===== src/rtl/disp_scan_pkg.sv =====
// disp_scan_pkg: shared constants, frame payload type and hex-to-segment table
// for the multiplexed 4-digit seven-segment scanner.
package disp_scan_pkg;

    localparam int unsigned NDIG   = 4;
    localparam int unsigned IDX_W  = 2;
    localparam int unsigned HEX_W  = 4;
    localparam int unsigned SEG_W  = 7;
    localparam int unsigned DEAD_W = 4;
    localparam int unsigned DIN_W  = NDIG * HEX_W;

    localparam logic [SEG_W-1:0] SEG_BLANK = 7'h7F;
    localparam logic [NDIG-1:0]  AN_OFF    = 4'hF;

    // Active-low {g,f,e,d,c,b,a}; element 15 first, element 0 last.
    localparam logic [15:0][SEG_W-1:0] HEX_SEG = {
        7'h0E, 7'h06, 7'h21, 7'h46,   // F E d C
        7'h03, 7'h08, 7'h10, 7'h00,   // b A 9 8
        7'h78, 7'h02, 7'h12, 7'h19,   // 7 6 5 4
        7'h30, 7'h24, 7'h79, 7'h40    // 3 2 1 0
    };

    // One full frame of display content: digits, decimal points, enables.
    typedef struct packed {
        logic [DIN_W-1:0] din;
        logic [NDIG-1:0]  dp;
        logic [NDIG-1:0]  en;
    } frame_t;

endpackage


===== src/rtl/disp_scan_if.sv =====
// disp_scan_if: bus between a display data source and the scanner.
//   disp_clk        slow scan clock (clk domain), rising edge steps a digit
//   load/din/dp_in/en_in   frame load strobe and payload
//   an/seg/dp       active-low anode, segment and decimal-point drives
//   pending         staged frame waiting for the next wrap
//   frame_start     one-cycle pulse when the scan returns to digit 0
interface disp_scan_if;
    import disp_scan_pkg::*;

    logic              disp_clk;
    logic              load;
    logic [DIN_W-1:0]  din;
    logic [NDIG-1:0]   dp_in;
    logic [NDIG-1:0]   en_in;
    logic [NDIG-1:0]   an;
    logic [SEG_W-1:0]  seg;
    logic              dp;
    logic              pending;
    logic              frame_start;

    modport master (
        output disp_clk, load, din, dp_in, en_in,
        input  an, seg, dp, pending, frame_start
    );

    modport slave (
        input  disp_clk, load, din, dp_in, en_in,
        output an, seg, dp, pending, frame_start
    );

endinterface


===== src/rtl/disp_scan_hex7seg.sv =====
// hex7seg: combinational hex digit to active-low seven-segment decode.
//   i_hex    4-bit hex digit
//   o_seg_c  {g,f,e,d,c,b,a}, active-low
module hex7seg
    import disp_scan_pkg::*;
(
    input  logic [HEX_W-1:0] i_hex,
    output logic [SEG_W-1:0] o_seg_c
);

    assign o_seg_c = HEX_SEG[i_hex];

endmodule


===== src/rtl/disp_scan.sv =====
// disp_scan: 4-digit multiplexed seven-segment scanner with double-buffered
// frame data and a dead time between digits to suppress ghosting.
//   clk   system clock
//   rstn  asynchronous active-low reset
//   bus   disp_scan_if.slave (scan clock, frame load in; an/seg/dp,
//         pending, frame_start out, all registered)
// DEAD: cycles all anodes stay off after each digit step, legal 1..15.
module disp_scan
    import disp_scan_pkg::*;
#(
    parameter int unsigned DEAD = 2
)
(
    input  logic       clk,
    input  logic       rstn,
    disp_scan_if.slave bus
);

    logic              r_prev;
    logic [IDX_W-1:0]  r_idx;
    logic [DEAD_W-1:0] r_dead;
    frame_t            r_stg;
    frame_t            r_act;
    logic              r_pending;
    logic              r_frame;
    logic [NDIG-1:0]   r_an;
    logic [SEG_W-1:0]  r_seg;
    logic              r_dp;

    logic              w_tick;
    logic              w_wrap;
    logic [IDX_W-1:0]  w_idx_nxt;
    frame_t            w_load_frame;
    frame_t            w_act_nxt;
    logic [HEX_W-1:0]  w_nib;
    logic [SEG_W-1:0]  w_dec;
    logic              w_en_nxt;
    logic              w_dp_nxt;
    logic              w_en_cur;
    logic [NDIG-1:0]   w_an_sel;

    // Rising edge of the scan clock; falling edges are ignored.
    assign w_tick    = bus.disp_clk & ~r_prev;
    assign w_wrap    = w_tick & (r_idx == IDX_W'(NDIG - 1));
    assign w_idx_nxt = r_idx + IDX_W'(1);

    assign w_load_frame = '{din: bus.din, dp: bus.dp_in, en: bus.en_in};

    // Segments for the digit being stepped to must come from the frame that
    // will be active after this tick, which on a wrap is the staged one.
    assign w_act_nxt = w_wrap ? r_stg : r_act;
    assign w_nib     = w_act_nxt.din[{w_idx_nxt, 2'b00} +: HEX_W];
    assign w_en_nxt  = w_act_nxt.en[w_idx_nxt];
    assign w_dp_nxt  = w_act_nxt.dp[w_idx_nxt];

    assign w_en_cur  = r_act.en[r_idx];
    assign w_an_sel  = ~(NDIG'(1) << r_idx);

    hex7seg u_hex7seg (
        .i_hex   (w_nib),
        .o_seg_c (w_dec)
    );

    // Scan position, double buffer and frame status.
    always_ff @(posedge clk or negedge rstn) begin
        if (!rstn) begin
            r_prev    <= 1'b0;
            r_idx     <= '0;
            r_stg     <= '0;
            r_act     <= '0;
            r_pending <= 1'b0;
            r_frame   <= 1'b0;
        end else begin
            r_prev  <= bus.disp_clk;
            r_frame <= w_wrap;
            if (w_tick) begin
                r_idx <= w_idx_nxt;
            end
            if (w_wrap) begin
                r_act <= r_stg;
            end
            if (bus.load) begin
                r_stg <= w_load_frame;
            end
            // A load on the wrap cycle lands after the transfer, so it stays pending.
            if (bus.load) begin
                r_pending <= 1'b1;
            end else if (w_wrap) begin
                r_pending <= 1'b0;
            end
        end
    end

    // Output drive: blank anodes on every step, light the digit when the
    // dead counter expires; segments settle during the dead time.
    always_ff @(posedge clk or negedge rstn) begin
        if (!rstn) begin
            r_dead <= '0;
            r_an   <= AN_OFF;
            r_seg  <= SEG_BLANK;
            r_dp   <= 1'b1;
        end else if (w_tick) begin
            r_dead <= DEAD_W'(DEAD);
            r_an   <= AN_OFF;
            r_seg  <= w_en_nxt ? w_dec : SEG_BLANK;
            r_dp   <= ~(w_en_nxt & w_dp_nxt);
        end else if (r_dead != '0) begin
            r_dead <= r_dead - DEAD_W'(1);
            if (r_dead == DEAD_W'(1)) begin
                r_an <= w_en_cur ? w_an_sel : AN_OFF;
            end
        end
    end

    assign bus.an          = r_an;
    assign bus.seg         = r_seg;
    assign bus.dp          = r_dp;
    assign bus.pending     = r_pending;
    assign bus.frame_start = r_frame;

endmodule


===== src/flat_wrapper.sv =====
// flat-port wrapper written by rule: the top's interface ports become plain ports
module disp_scan_flat import disp_scan_pkg::*;
#(
    parameter int unsigned DEAD = 2
)
  (clk, rstn, bus_disp_clk, bus_load, bus_din, bus_dp_in, bus_en_in, bus_an, bus_seg, bus_dp, bus_pending, bus_frame_start);
  disp_scan_if bus_i ();
  input  logic clk;
  input  logic rstn;
  input wire logic [$bits(bus_i.disp_clk)-1:0] bus_disp_clk;
  input wire logic [$bits(bus_i.load)-1:0] bus_load;
  input wire logic [$bits(bus_i.din)-1:0] bus_din;
  input wire logic [$bits(bus_i.dp_in)-1:0] bus_dp_in;
  input wire logic [$bits(bus_i.en_in)-1:0] bus_en_in;
  output wire logic [$bits(bus_i.an)-1:0] bus_an;
  output wire logic [$bits(bus_i.seg)-1:0] bus_seg;
  output wire logic [$bits(bus_i.dp)-1:0] bus_dp;
  output wire logic [$bits(bus_i.pending)-1:0] bus_pending;
  output wire logic [$bits(bus_i.frame_start)-1:0] bus_frame_start;
  assign bus_i.disp_clk = bus_disp_clk;
  assign bus_i.load = bus_load;
  assign bus_i.din = bus_din;
  assign bus_i.dp_in = bus_dp_in;
  assign bus_i.en_in = bus_en_in;
  assign bus_an = bus_i.an;
  assign bus_seg = bus_i.seg;
  assign bus_dp = bus_i.dp;
  assign bus_pending = bus_i.pending;
  assign bus_frame_start = bus_i.frame_start;
  disp_scan #(.DEAD(DEAD)) u_core (.clk(clk), .rstn(rstn), .bus(bus_i));
endmodule

===== config.mk =====
export PLATFORM = sky130hd
export DESIGN_NAME = disp_scan_flat
export DESIGN_NICKNAME = d
export VERILOG_FILES = /design/src/rtl/disp_scan_pkg.sv /design/src/rtl/disp_scan_if.sv /design/src/rtl/disp_scan_hex7seg.sv /design/src/rtl/disp_scan.sv /design/src/flat_wrapper.sv
export SDC_FILE = /design/constraint.sdc
export NUM_CORES = 1
export LEC_CHECK = 0
export ABC_AREA = 1
export CAP_MARGIN = 20
export CORE_ASPECT_RATIO = 1.25
export CORE_UTILIZATION = 60
export CTS_CLUSTER_DIAMETER = 100
export CTS_CLUSTER_SIZE = 10
export DETAILED_ROUTE_END_ITERATION = 7
export GPL_ROUTABILITY_DRIVEN = 0
export PLACE_DENSITY = 0.95
export RECOVER_POWER = 50
export SETUP_SLACK_MARGIN = 0.4
export SLEW_MARGIN = 30
export SYNTH_ARGS = -nofsm -noshare
export SYNTH_HDL_FRONTEND = slang
export SYNTH_HIERARCHICAL = 1
export SYNTH_SLANG_ARGS = --single-unit

===== constraint.sdc =====
create_clock -name clk -period 6.3 [get_ports clk]
set_input_delay 0.63 -clock clk [delete_from_list [all_inputs] [get_ports clk]]
set_output_delay 0.63 -clock clk [all_outputs]
set_load 0.02 [all_outputs]

==> impl_metrics.json <==
{
  "grt_overflow_total": 0,
  "wl_per_cell_um": 13.7,
  "synth_top_area_frac": 0.413,
  "synthSimpleGateAreaFrac": 0.242,
  "relSlewSlack": -1.40,
  "syn_avg_cell_area_um2": 8.70,
  "die_area_um2": 6060,
  "synth_compound_area_frac": 0.103,
  "initial_core_util": 0.630,
  "io_buffers": 41,
  "ant_nets": 0,
  "drc": 0,
  "cp_slowest_cell": "dfrtp_1",
  "fmax_mhz": 267,
  "cts-root-buf": "clkbuf_8",
  "grtUsageTotal": 0.251,
  "coreArea_um2": 5480,
  "synthXorXnorAreaFrac": 0.00507,
  "drv_cap": 1,
  "crit_chain": "ha_1 > nand3_4 > inv_6 > o21ai_0 > inv_1 > o21ai_0 > o21ai_1 > inv_1 > nand2_1 > nand3_1 > nand2_1 > nor2_1 > a21oi_1",
  "path_class": "flop to flop",
  "status": "complete, but fails checks",
  "ys_warn_count": 6,
  "synth_top_family_by_area": "simple AND/OR/NAND/NOR gates",
  "violations": "capacitance limit, slew limit",
  "post_cts_buffers": 0,
  "die_w_um": 69.8,
  "yosysSeqAreaShare": 0.505,
  "setup_violations": 0,
  "cts-resized-gates": 0,
  "clk_path_buf_depth": 2,
  "slowest_delay_ns": 0.79,
  "vias_per_cell": 5.28,
  "drv_slew": 70,
  "fp-row-count": 30,
  "setup_ws_ns": 2.55,
  "die_height_um": 86.8,
  "syn_nets": 438,
  "pin_count": 42,
  "first_pass_iters": 4,
  "grt_pass1_wl_mm": 12.0,
  "muxShareOfSynthArea": 0,
  "cts_buffers": 9,
  "cp_max_fo": 26,
  "dpl.hpwl_mm": 4.63,
  "cts_sinks": 69,
  "cts_tree": "built",
  "place_ws_ns": 2.55,
  "synthAdderAreaFrac": 0.0471,
  "drt-met1-wl_mm": 2.90,
  "antenna_found_initial": 0,
  "rsz0062_at_grt": "no",
  "hold_viol": 0,
  "fin_skew_ns": 0.00803,
  "tightest_slew_ns": 3.61,
  "min_path_type": "flop to flop",
  "crit_required_ns": 6.57,
  "worstPathArrival_ns": 4.02,
  "irDropWorstVdd_mv": 0.286,
  "drive_above_1_share": 0.134,
  "nets": 475,
  "synth.area.top_cells": "dfrtp_1 (41%), nand2_1 (12%), dfstp_2 (9.1%), ha_1 (4.7%), inv_1 (4.6%)",
  "cp-end-kind": "flop",
  "leakage_uw": 0.00203,
  "finalCriticalPeriod_ns": 3.75,
  "hold_buffers": 0,
  "finalPower_uw": 2060,
  "drtIter0Drc": 162,
  "crit_path_start_kind": "flop",
  "wl_met2_mm": 3.54,
  "synth_cell_type_count": 31,
  "powerDensity_nw_per_um2": 511,
  "diodes": 0,
  "cts.reportedPaths.clkPinSlew_ns": 0.07,
  "synthToLayoutAreaGrowth_pct": 16.8,
  "ys_seq_elements": 69,
  "wl_met3_um": 254,
  "drt-total-wl_mm": 6.89,
  "cts_max_level": 3,
  "yosysTopAreaCell": "dfrtp_1",
  "postSynthCellCount": 397,
  "vias": 2657,
  "grt_pass1_vias": 2753,
  "fill_cells": 390,
  "syn-cell-area_um2": 3450,
  "tns_ns": 0,
  "timing.final.crit_share": 0.595,
  "insertion_delay_ns": 0.34,
  "grt_max_degree": 70,
  "top_layer": "met4"
}
## cell families (layout without fill, tap and decap cells)
kind of cell	count (synthesis)	in the layout
adder cells (fa/ha/maj)	13	13
buffers and inverters	69	111
AO/OA/AOI/OAI	61	61
AND/OR/NAND/NOR	183	183
flip-flops	69	69
XOR/XNOR	2	2
## power by group
| part | leakage (uW) | internal [uW] | total, uW | switching (uW) |
|---|---|---|---|---|
| clock network | 0.000116 | 243 | 404 | 160 |
| registers | 0.000821 | 586 | 667 | 80.7 |
| logic | 0.00110 | 353 | 989 | 636 |
## synth_stat cells
library cell	number
dfstp_2	12
nand3_4	1
nand2_4	7
nand3_2	2
buf_4	1
nand3_1	27
ha_1	13
nor2_2	3
nand2_1	107
o21ai_0	27
a22oi_1	1
nor2_4	1
buf_8	1
xor2_1	2
o21a_1	8
buf_2	4
o21ai_2	7
clkinv_1	1
nor2_1	26
nand4_1	8
buf_6	5
dfrtp_1	57
inv_2	8
nand2_2	1
o21ai_1	5
inv_1	42
a21oi_1	13
clkbuf_1	4
inv_6	1
buf_12	1
clkbuf_2	1
## worst max-delay path: cells and delay by family, from the launching register on
kind,cells,cell delay [ns]
AO/OA/AOI/OAI,4,0.98
adder cells (fa/ha/maj),1,0.53
buffers and inverters,3,0.62
flip-flops,1,0.79
AND/OR/NAND/NOR,5,0.73
## sequential cells by signal (all words and copies together), names as in the netlist
register / count
u_core/bus.dp: 1
u_core/bus.frame_start: 1
u_core/bus.pending: 1
u_core/r_prev: 1
u_core/r_idx: 2
u_core/r_act: 24
u_core/r_stg: 24
u_core/bus.seg: 7
u_core/r_dead: 4
u_core/bus.an: 4
## layer usage
layer / track usage / up-vias
met5: 0 / -
met1: 0.287 / 1259
met4: 0.116 / 0
li1: - / 1315
met2: 0.451 / 64
met3: 0.0512 / 19
## through the flow
stage / hold WS, ns / utilization / cell area, um2 / instances
CTS: 0.477 / 0.737 / 4040 / 503
global placement: 0.454 / 0.696 / 3810 / 487
floorplan: 0.334 / - / 3450 / 397
detailed placement: 0.460 / 0.696 / 3810 / 487
global route: 0.498 / 0.736 / 4030 / 503
finish: 0.474 / 0.736 / 4030 / 503
## final cells by class
| class | instances | area [um2] | share of cell area |
|---|---|---|---|
| timing repair buffer | 43 | 413 | 0.102 |
| clock inverter | 4 | 70.1 | 0.0174 |
| tap | 64 | 80.1 | 0.0199 |
| multi-input combinational | 259 | 1370 | 0.340 |
| clock buffer | 12 | 155 | 0.0385 |
| sequential | 69 | 1740 | 0.432 |
| inverter | 52 | 200 | 0.0497 |
## final timing paths
check                                     start           endpoint  slack, ns  depth (start not counted)
worst min-delay path            u_core/r_stg[3]    u_core/r_stg[3]       0.47                          2
worst max register to register  u_core/r_idx[0]  u_core/bus.seg[1]       2.55                         13
max in group asynchronous                  rstn   u_core/r_dead[3]       2.65                          2
worst max-delay path            u_core/r_idx[0]  u_core/bus.seg[1]       2.55                         13
min in group asynchronous                  rstn   u_core/r_stg[19]       1.60                          2
worst min register to register  u_core/r_stg[3]    u_core/r_stg[3]       0.47                          2
## cell usage in the layout (no fill, tap or decap), types with 7 or more instances in the layout
cell type	netlist	routed
ha_1	13	13
dfrtp_1	57	57
o21ai_0	27	27
a21oi_1	13	13
clkbuf_8	0	11
clkdlybuf4s50_1	0	38
nand4_1	8	8
nand2_1	107	107
nand2_4	7	7
o21a_1	8	8
inv_1	42	42
nor2_1	26	26
dfstp_2	12	12
o21ai_2	7	7
nand3_1	27	27
inv_2	8	8
Power figures use the tool's default switching activity.
